==> config.mk <==
export PLATFORM = sky130hd
export DESIGN_NAME = neuron_mac_pipe
export DESIGN_NICKNAME = d
export VERILOG_FILES = /design/src/rtl/nn_pkg.sv /design/src/rtl/neuron_act_sat.sv /design/src/rtl/neuron_mac_pipe.sv
export SDC_FILE = /design/constraint.sdc
export NUM_CORES = 2
export LEC_CHECK = 0
export ABC_AREA = 0
export CAP_MARGIN = 15
export CORE_MARGIN = 2
export CORE_UTILIZATION = 30
export CTS_CLUSTER_DIAMETER = 80
export DETAILED_ROUTE_END_ITERATION = 16
export GPL_TIMING_DRIVEN = 0
export SLEW_MARGIN = 30
export SYNTH_ARGS = -nofsm -noshare
export SYNTH_HDL_FRONTEND = slang
export SYNTH_HIERARCHICAL = 1
export SYNTH_SLANG_ARGS = --single-unit
==> constraint.sdc <==
create_clock -name clk -period 8.25 [get_ports clk]
set_input_delay 1.65 -clock clk [delete_from_list [all_inputs] [get_ports clk]]
set_output_delay 1.65 -clock clk [all_outputs]
set_load 0.005 [all_outputs]
==> src/rtl/nn_pkg.sv <==
// -----------------------------------------------------------------------------
// nn_pkg
// Shared definitions for the neuron datapath blocks.
//   - Activation mode encodings (act_mode input).
//   - Controller state encodings (2-bit legacy-compatible constants).
//   - Saturation helpers that operate on a 64-bit signed working value and
//     clamp to a run-time supplied output width.
// -----------------------------------------------------------------------------
package nn_pkg;

    // Activation mode encodings; 2'd3 behaves as identity.
    localparam logic [1:0] ACT_IDENT = 2'd0;
    localparam logic [1:0] ACT_RELU  = 2'd1;
    localparam logic [1:0] ACT_LEAKY = 2'd2;

    // Controller states
    localparam logic [1:0] ST_ACCUM = 2'd0;
    localparam logic [1:0] ST_DRAIN = 2'd1;
    localparam logic [1:0] ST_FINAL = 2'd2;
    localparam logic [1:0] ST_OUT   = 2'd3;

    // Width of the signed working value used by the clamp helpers.
    // Accumulator widths must not exceed this.
    localparam int SAT_W = 64;

    // Clamp v to the signed range of an ow-bit integer.
    function automatic logic signed [SAT_W-1:0] sat_clamp(
        input logic signed [SAT_W-1:0] v,
        input int                      ow
    );
        logic signed [SAT_W-1:0] hi;
        logic signed [SAT_W-1:0] lo;
        hi = (64'sd1 <<< (ow - 1)) - 64'sd1;
        lo = -hi - 64'sd1;
        if (v > hi) begin
            return hi;
        end else if (v < lo) begin
            return lo;
        end
        return v;
    endfunction

    // High when v lies outside the signed range of an ow-bit integer.
    function automatic logic sat_hit(
        input logic signed [SAT_W-1:0] v,
        input int                      ow
    );
        logic signed [SAT_W-1:0] hi;
        logic signed [SAT_W-1:0] lo;
        hi = (64'sd1 <<< (ow - 1)) - 64'sd1;
        lo = -hi - 64'sd1;
        return (v > hi) || (v < lo);
    endfunction

endpackage

==> src/rtl/neuron_act_sat.sv <==
// -----------------------------------------------------------------------------
// neuron_act_sat
// Combinational post-processing of the biased accumulator:
//   fixed-point rescale (arithmetic >>> FRAC_BITS), activation, then clamp to
//   the OUT_WIDTH signed range.
// Optional: NEURON_SAT_FLAG_EN adds sat_o, high when the activated value had
//   to be clamped at either rail.
// Ports:
//   sum_i   in  ACC_WIDTH  biased accumulator (Q with 2*FRAC_BITS fraction)
//   mode_i  in  2          activation mode (nn_pkg ACT_* encodings)
//   res_o   out OUT_WIDTH  activated, saturated result
//   sat_o   out 1          clamp indicator (NEURON_SAT_FLAG_EN only)
// -----------------------------------------------------------------------------
module neuron_act_sat
    import nn_pkg::*;
#(
    parameter int ACC_WIDTH = 48,
    parameter int OUT_WIDTH = 16,
    parameter int FRAC_BITS = 8
) (
    input  logic [ACC_WIDTH-1:0] sum_i,
    input  logic [1:0]           mode_i,
    output logic [OUT_WIDTH-1:0] res_o
`ifdef NEURON_SAT_FLAG_EN
    ,
    output logic                 sat_o
`endif
);

    logic signed [ACC_WIDTH-1:0] shifted;
    logic signed [ACC_WIDTH-1:0] act_val;

    assign shifted = $signed(sum_i) >>> FRAC_BITS;

    always_comb begin
        act_val = shifted;
        if (shifted[ACC_WIDTH-1]) begin
            if (mode_i == ACT_RELU) begin
                act_val = '0;
            end else if (mode_i == ACT_LEAKY) begin
                // arithmetic shift floors, i.e. rounds toward -inf
                act_val = shifted >>> 3;
            end
        end
    end

    assign res_o = OUT_WIDTH'(sat_clamp(SAT_W'(act_val), OUT_WIDTH));

`ifdef NEURON_SAT_FLAG_EN
    assign sat_o = sat_hit(SAT_W'(act_val), OUT_WIDTH);
`endif

endmodule

==> src/rtl/neuron_mac_pipe.sv <==
// -----------------------------------------------------------------------------
// neuron_mac_pipe
// Multi-lane neuron: LANES data/weight products per beat, two-stage
// multiply / adder-tree accumulate, fixed-point bias add, selectable
// activation and saturation, ready/valid output with backpressure.
// Optional: NEURON_SAT_FLAG_EN adds the sat_flag output.
// Ports:
//   clk, rst   clock, synchronous active-high reset
//   data_in    LANES*IN_WIDTH packed data lanes (lane 0 in LSBs)
//   weight_in  LANES*IN_WIDTH packed weight lanes (lane 0 in LSBs)
//   bias_in    bias, latched on the last-beat accept
//   act_mode   activation mode, latched on the last-beat accept
//   in_valid / in_ready    beat handshake
//   data_out / out_valid / out_ready  result handshake
//   sat_flag   result was clamped (NEURON_SAT_FLAG_EN only)
// Flow: ACCUM (beats) -> DRAIN (last products land) -> FINAL (bias,
// activation, register result) -> OUT (hold until out_ready).
// -----------------------------------------------------------------------------
module neuron_mac_pipe
    import nn_pkg::*;
#(
    parameter int IN_WIDTH   = 16,
    parameter int OUT_WIDTH  = 16,
    parameter int FRAC_BITS  = 8,
    parameter int LANES      = 4,
    parameter int NUM_INPUTS = 784,
    parameter int ACC_WIDTH  = 48
) (
    input  logic                      clk,
    input  logic                      rst,
    input  logic [LANES*IN_WIDTH-1:0] data_in,
    input  logic [LANES*IN_WIDTH-1:0] weight_in,
    input  logic [IN_WIDTH-1:0]       bias_in,
    input  logic [1:0]                act_mode,
    input  logic                      in_valid,
    output logic                      in_ready,
    output logic [OUT_WIDTH-1:0]      data_out,
    output logic                      out_valid,
    input  logic                      out_ready
`ifdef NEURON_SAT_FLAG_EN
    ,
    output logic                      sat_flag
`endif
);

    localparam int NUM_BEATS = NUM_INPUTS / LANES;
    localparam int CNT_W     = (NUM_BEATS > 1) ? $clog2(NUM_BEATS) : 1;
    localparam int PROD_W    = 2 * IN_WIDTH;

    generate
        if (NUM_INPUTS % LANES != 0) begin : g_bad_lanes
            $error("neuron_mac_pipe: NUM_INPUTS must be a multiple of LANES");
        end
        if (ACC_WIDTH < 2 * IN_WIDTH + $clog2(NUM_INPUTS)) begin : g_bad_acc
            $error("neuron_mac_pipe: ACC_WIDTH too small for NUM_INPUTS products");
        end
        if (ACC_WIDTH > SAT_W) begin : g_bad_acc_max
            $error("neuron_mac_pipe: ACC_WIDTH exceeds saturation working width");
        end
    endgenerate

    logic [1:0]       state_q, state_d;
    logic [CNT_W-1:0] beat_cnt_q, beat_cnt_d;
    logic             accept;
    logic             last_beat;

    assign in_ready  = (state_q == ST_ACCUM);
    assign accept    = in_valid && in_ready;
    assign last_beat = (beat_cnt_q == CNT_W'(NUM_BEATS - 1));

    // ---------------- stage 1: lane products ----------------
    logic signed [PROD_W-1:0] prod_d [LANES];
    logic signed [PROD_W-1:0] prod_q [LANES];
    logic                     s1_valid_q;

    genvar gi;
    generate
        for (gi = 0; gi < LANES; gi++) begin : g_lane
            assign prod_d[gi] = $signed(data_in[gi*IN_WIDTH +: IN_WIDTH])
                              * $signed(weight_in[gi*IN_WIDTH +: IN_WIDTH]);

            always_ff @(posedge clk) begin
                if (accept) begin
                    prod_q[gi] <= prod_d[gi];
                end
            end
        end
    endgenerate

    always_ff @(posedge clk) begin
        if (rst) begin
            s1_valid_q <= 1'b0;
        end else begin
            s1_valid_q <= accept;
        end
    end

    // ---------------- stage 2: adder tree + accumulate ----------------
    // Summing directly at ACC_WIDTH: the width check above guarantees the
    // lane sum cannot overflow it.
    logic signed [ACC_WIDTH-1:0] tree_sum;
    logic signed [ACC_WIDTH-1:0] acc_q;

    always_comb begin
        tree_sum = '0;
        for (int i = 0; i < LANES; i++) begin
            tree_sum = tree_sum + ACC_WIDTH'(prod_q[i]);
        end
    end

    always_ff @(posedge clk) begin
        if (rst) begin
            acc_q <= '0;
        end else if (state_q == ST_FINAL) begin
            acc_q <= '0;
        end else if (s1_valid_q) begin
            acc_q <= acc_q + tree_sum;
        end
    end

    // ---------------- per-neuron latched controls ----------------
    logic signed [IN_WIDTH-1:0] bias_q;
    logic [1:0]                 mode_q;

    always_ff @(posedge clk) begin
        if (rst) begin
            bias_q <= '0;
            mode_q <= ACT_IDENT;
        end else if (accept && last_beat) begin
            bias_q <= $signed(bias_in);
            mode_q <= act_mode;
        end
    end

    // ---------------- FINAL: bias, activation, saturation ----------------
    // The accumulator carries 2*FRAC_BITS fractional bits, so the bias is
    // aligned by FRAC_BITS before adding.
    logic signed [ACC_WIDTH-1:0] final_sum;
    logic [OUT_WIDTH-1:0]        act_res;

    assign final_sum = acc_q + (ACC_WIDTH'(bias_q) <<< FRAC_BITS);

`ifdef NEURON_SAT_FLAG_EN
    logic act_sat;
`endif

    neuron_act_sat #(
        .ACC_WIDTH (ACC_WIDTH),
        .OUT_WIDTH (OUT_WIDTH),
        .FRAC_BITS (FRAC_BITS)
    ) u_act_sat (
        .sum_i  (final_sum),
        .mode_i (mode_q),
        .res_o  (act_res)
`ifdef NEURON_SAT_FLAG_EN
        ,
        .sat_o  (act_sat)
`endif
    );

    // ---------------- controller ----------------
    always_comb begin
        state_d    = state_q;
        beat_cnt_d = beat_cnt_q;
        case (state_q)
            ST_ACCUM: begin
                if (accept) begin
                    if (last_beat) begin
                        beat_cnt_d = '0;
                        state_d    = ST_DRAIN;
                    end else begin
                        beat_cnt_d = beat_cnt_q + CNT_W'(1);
                    end
                end
            end
            ST_DRAIN: state_d = ST_FINAL;
            ST_FINAL: state_d = ST_OUT;
            ST_OUT: begin
                if (out_ready) begin
                    state_d = ST_ACCUM;
                end
            end
            default: state_d = ST_ACCUM;
        endcase
    end

    always_ff @(posedge clk) begin
        if (rst) begin
            state_q    <= ST_ACCUM;
            beat_cnt_q <= '0;
        end else begin
            state_q    <= state_d;
            beat_cnt_q <= beat_cnt_d;
        end
    end

    // ---------------- output registers ----------------
    logic [OUT_WIDTH-1:0] data_out_q;
    logic                 out_valid_q;

    always_ff @(posedge clk) begin
        if (rst) begin
            data_out_q  <= '0;
            out_valid_q <= 1'b0;
        end else if (state_q == ST_FINAL) begin
            data_out_q  <= act_res;
            out_valid_q <= 1'b1;
        end else if (state_q == ST_OUT && out_ready) begin
            out_valid_q <= 1'b0;
        end
    end

    assign data_out  = data_out_q;
    assign out_valid = out_valid_q;

`ifdef NEURON_SAT_FLAG_EN
    logic sat_flag_q;

    always_ff @(posedge clk) begin
        if (rst) begin
            sat_flag_q <= 1'b0;
        end else if (state_q == ST_FINAL) begin
            sat_flag_q <= act_sat;
        end
    end

    assign sat_flag = sat_flag_q;
`endif

endmodule

### Word-level counts from Yosys, hierarchy flattened

Memories as Yosys holds them, arrays and structs flattened.
Index checks and enable logic that the tools add are counted.

| word-level totals | value |
|---|---|
| bits in registers | 94 |
| bits in writable memories | 128 |
| input bits | 150 |
| output and inout port bits | 18 |
| logic and storage cells | 55 |
| memories | 1 |

| cells by class | value |
|---|---|
| add/subtract/negate cells | 6 |
| multipliers | 4 |
| order comparisons | 2 |
| equality and inequality tests | 9 |
| muxes and demuxes | 17 |
| reduce and logical (&&, ||, !) cells | 8 |

Memories:

| name | depth | bits a word | read ports | clocked after memory_dff | wr ports | RTL line | text |
|---|---|---|---|---|---|---|---|
| prod_q | 4 | 32 | 4 | 0 | 4 | neuron_mac_pipe.sv:73 | `logic signed [PROD_W-1:0] prod_q [LANES];` |

Operators by type and width:

| kind | number |
|---|---|
| multiplier 16 x 16 -> 32 bit | 4 |
| 2-to-1 mux 48 bit | 2 |
| adder 48 x 24 -> 48 bit | 1 |
| adder 48 x 35 -> 48 bit | 1 |
| > comparator 48 x 16 -> 1 bit, second input constant | 1 |
| < comparator 48 x 16 -> 1 bit, second input constant | 1 |
| 2-to-1 mux 16 bit | 3 |
| 2-to-1 mux 39 bit | 1 |
| adder 34 x 32 -> 35 bit | 1 |
| adder 33 x 32 -> 34 bit | 1 |
| adder 32 x 32 -> 33 bit | 1 |
| adder 8 x 1 -> 8 bit, second input constant | 1 |
| == test 8 bit, second input constant | 1 |
| 2-to-1 mux 8 bit | 1 |
| case mux 2 bit (4 select lines) | 1 |
| == test 2 bit, second input constant | 3 |
| 2-to-1 mux 1 bit | 6 |
| 2-to-1 mux 2 bit | 3 |
| == test 2 x 1 -> 1 bit, second input constant | 2 |
| != test 2 x 1 -> 1 bit, second input constant | 2 |
| logical AND 1 bit | 3 |
| AND reduction 3 bit | 1 |
| zero test 2 bit | 1 |
| != test 2 bit, second input constant | 1 |
| 3 further kinds | 3 |

### Logic depth before layout (Yosys ltp)

| logic depth | value |
|---|---|
| word-level depth | 8 |
| depth in mapped cells | 27 |

### By module

The synthesis kept the hierarchy.

By module, submodules not included:

| module | instances | cells each | area each (um2) | seq. area each (um2) |
|---|---|---|---|---|
| neuron_mac_pipe | 1 | 5,506 | 53,248.6 | 5,725.5 |
| neuron_act_sat | 1 | 168 | 1,256.2 | 0.0 |

### Least setup slack after synthesis

No wires, ideal clock.

| timing path | value |
|---|---|
| path kind | in2reg |
| from | input port data_in[43] |
| to | memory prod_q[2][31] (netlist name) (data pin) |
| setup time | 260 ps |
| arrival time | 7,513 ps |
| data required time | 7,990 ps |
| setup slack | 476 ps |
| cell stages on the path | 24 |
| buffers on the path | 2 |
| cell sequence | clkbuf_1 > nand2_1 > fa_1 > fa_1 > fa_1 > inv_1 > fa_1 > fa_1 > inv_1 > fa_1 > inv_1 > ha_1 > buf_6 > a21o_1 > a21o_1 > a221oi_2 > o21ai_2 > or4b_1 > a31oi_2 > nor2b_1 > o21ai_2 > nand2b_2 > o31ai_4 > xnor2_1 |

RTL lines:

| item | RTL line | text |
|---|---|---|
| start: declaration | neuron_mac_pipe.sv:31 | `input logic [LANES*IN_WIDTH-1:0] data_in,` |
| end: declaration | neuron_mac_pipe.sv:73 |  |

==> impl_metrics.env <==
export IMPL_cp_required_ns=8.53
export IMPL_maxCapViolCount=0
export IMPL_cts_root_buffer="clkbuf_16"
export IMPL_syn_cell_area_um2=54500
export IMPL_start_kind="input port"
export IMPL_grt_usage=0.164
export IMPL_num_vias=39100
export IMPL_nNetsFinal=7643
export IMPL_tightest_slew_ns=0.890
export IMPL_clk_pin_slew_worst_paths_ns=0.06
export IMPL_cpPeakStageDelay_ns=0.70
export IMPL_setup_viol=0
export IMPL_r2r_start="bias_q[15]$_SDFFE_PP0P_"
export IMPL_cts_sinks=222
export IMPL_crit_cells=22
export IMPL_routed_wl_um=149000
export IMPL_finalHoldViolCount=0
export IMPL_firstDrtPassIters=7
export IMPL_overflow=0
export IMPL_setup_tns_ns=0
export IMPL_r2r_end="data_out[4]$_SDFFE_PP0P_"
export IMPL_ys_ff_latch=222
export IMPL_cp_arrival_ns=8.38
export IMPL_critPathBufInv=4
export IMPL_crit_slowest_cell="clkdlybuf4s50_1"
export IMPL_fin_worst_skew_ns=0.0177
export IMPL_antenna_found_initial=20
export IMPL_path_max_fanout=10
export IMPL_grt_met1_usage=0.218
export IMPL_drt_initial_drc_count=2255
export IMPL_synth_cells=5674
export IMPL_reg2reg_setup_slack_ns=2.39
export IMPL_r2r_cells=24
export IMPL_gp_congestion=0.920
export IMPL_fin_ws_ns=0.148
export IMPL_vias_per_cell=4.72
export IMPL_hp_start="bias_q[2]$_SDFFE_PP0P_"
export IMPL_async_flop_share=0
export IMPL_hpwl_um=130000
export IMPL_grt_pass1_vias=42000
export IMPL_synth_edff_count=128
export IMPL_status="finished clean"
export IMPL_synth_ff_type="edfxtp_1"
export IMPL_fp_dieH_um=430
export IMPL_use_met2=0.286
export IMPL_wl_per_cell_um=18.0
export IMPL_rsz0062_at_grt="true"
export IMPL_synth_cell_types=94
export IMPL_clk_path_buf_depth=3
export IMPL_core_area_um2=181000
export IMPL_path_cells="clkdlybuf4s50_1 > clkbuf_1 > and2_1 > fa_1 > fa_1 > fa_1 > fa_1 > fa_1 > inv_1 > fa_1 > inv_1 > ha_1 > a21o_1 > a221o_1 > a21oi_1 > o21ai_0 > a21oi_1 > a21o_1 > nor2_1 > a211o_1 > a21oi_2 > xnor2_2"
export IMPL_start_util=0.302
export IMPL_die_area_um2=185000
export IMPL_ant_nets=0
export IMPL_cts_tree="yes"
export IMPL_cts_htree_levels=1
export IMPL_top_usage_layer="met2"
export IMPL_ios=168
export IMPL_place_ws_ns=-1.54
export IMPL_crit_top_cell="fa_1"
export IMPL_drive_gt1_frac=0.0510
export IMPL_drv_slew=0
export IMPL_yosysSeqAreaShare=0.105
export IMPL_synth_warnings=6
export IMPL_synth_avg_cell_area_um2=9.61
export IMPL_drc=0
export IMPL_crit_family="adder cells"
export IMPL_syn_num_nets=7432
export IMPL_min_path_type="reg2reg"
export IMPL_fp_row_count=156
export IMPL_cts_buffers=28
export IMPL_die_w_um=430
export IMPL_io_buffer_count=166
export IMPL_insertion_delay_ns=0.57
export IMPL_min_to="bias_q[2]$_SDFFE_PP0P_"
export IMPL_critPathKind="in2reg"
export IMPL_period_needed_ns=8.10
export IMPL_slew_headroom=0.404
export IMPL_grt_max_degree=98
export IMPL_holdPathStages=2
export IMPL_endpoint_kind="register"
export IMPL_areaGrowthSynthToFinish_pct=11.3
export IMPL_fmax_mhz=123
export IMPL_grt_pass1_wl_um=238000
export IMPL_timing_final_crit_share=0.982
export IMPL_use_met3=0.0190
-- registers in the layout, summed over array words and instances (netlist names) --
| signal | flops |
|---|---|
| prod_q | 128 |
| acc_q | 48 |
| bias_q | 16 |
| data_out | 16 |
| beat_cnt_q | 8 |
| mode_q | 2 |
| state_q | 2 |
| out_valid | 1 |
| s1_valid_q | 1 |
-- through the flow --
stage / cell area, um^2 / hold WS (ns) / utilization / instances
floorplan: 54500 / 0.440 / - / 5674
global placement: 59100 / 0.452 / 0.328 / 8210
detailed placement: 59200 / 0.458 / 0.328 / 8217
CTS: 60500 / 0.465 / 0.335 / 8271
global route: 60700 / 0.493 / 0.336 / 8279
finish: 60700 / 0.465 / 0.336 / 8279
-- worst min-delay path, cell delays in order, from the launching register on --
cell	delay (ns)
dfxtp_1	0.31
nand2_1	0.05
a21oi_1	0.05
-- worst max path at each step --
stage / start / endpoint / slack [ns]
final: weight_in[30] / prod_q[1][31]$_DFFE_PP_ / 0.15
after global routing: data_in[20] / prod_q[1][31]$_DFFE_PP_ / -0.13
after CTS: data_in[39] / prod_q[2][31]$_DFFE_PP_ / -0.001
after detailed placement: data_in[42] / prod_q[2][31]$_DFFE_PP_ / -1.54
after global placement: data_in[43] / prod_q[2][31]$_DFFE_PP_ / -1.57
after floorplan: data_in[43] / prod_q[2][31]$_DFFE_PP_ / 0.48
-- area by class of cell --
type                       count  area (um^2)
antenna                        2         5.00
buffer                       186         1130
clock buffer                  39          803
clock inverter                13          146
fill                       18500       120000
inverter                    1195         4500
multi-input combinational   4068        43600
sequential                   222         5730
tap                         2370         2970
timing repair buffer         184         1790
-- per-layer routing --
metal | vias up | share of wire
met4 | 8 | 0.024
met2 | 1014 | 0.49
met5 | - | 0.00032
li1 | 17800 | -
met3 | 219 | 0.050
met1 | 20000 | 0.43
-- cells in the mapped netlist (10+ instances only) --
cell | instances | share of area
o21ai_0 | 88 | 0.0081
o211ai_1 | 10 | 0.0014
fa_1 | 1189 | 0.44
a211oi_1 | 24 | 0.0033
a221oi_1 | 15 | 0.0024
nand4_1 | 22 | 0.0025
mux2i_1 | 43 | 0.0079
nor3_1 | 23 | 0.0021
nand2_1 | 599 | 0.041
inv_1 | 1195 | 0.082
nor2_1 | 219 | 0.015
a21o_1 | 105 | 0.014
o21bai_1 | 22 | 0.0030
edfxtp_1 | 128 | 0.071
nor3b_1 | 16 | 0.0022
a31oi_1 | 13 | 0.0015
o21a_1 | 29 | 0.0040
a21oi_1 | 186 | 0.017
and2_1 | 497 | 0.057
dfxtp_1 | 94 | 0.035
xor2_1 | 61 | 0.0098
clkbuf_1 | 166 | 0.011
nand2b_1 | 48 | 0.0055
ha_1 | 419 | 0.096
a22oi_2 | 10 | 0.0023
buf_6 | 10 | 0.0021
nor2b_1 | 35 | 0.0040
a22oi_1 | 21 | 0.0029
xnor2_1 | 165 | 0.027
nand3_1 | 52 | 0.0048
and3_1 | 15 | 0.0017
-- kinds of logic (layout without fill, tap and decap cells) --
logic type	after synthesis	count (layout)	synth area share
AO/OA/AOI/OAI	617	617	0.0770
adder cells (fa/ha/maj)	1608	1608	0.533
AND/OR/NAND/NOR	1572	1572	0.143
other	0	2	0
XOR/XNOR	226	226	0.0363
buffers and inverters	1384	1617	0.0974
multiplexers	45	45	0.00831
flip-flops	222	222	0.105
-- layout by cell type (no fill, tap or decap), drive strengths merged, types with 70 or more instances in the layout --
cell	count
nand2	599
xnor2	165
ha	419
buf	70
fa	1189
edfxtp	128
a21oi	190
a21o	105
and2	498
dfxtp	94
clkbuf	200
inv	1195
nor2	219
o21ai	99
clkdlybuf4s50	85
-- repair_timing --
| action | in CTS | in global routing |
|---|---|---|
| hold buffers | 0 | 0 |
| setup endpoints to repair | 18 | 18 |
| setup buffers | 3 | 7 |
| gates cloned | 0 | 0 |
| pin swaps | 2 | 4 |
| gates resized for setup | 220 | 217 |
Power is not shown: default switching activity piles up to over one toggle a cycle in this logic, so the estimate is an artifact.
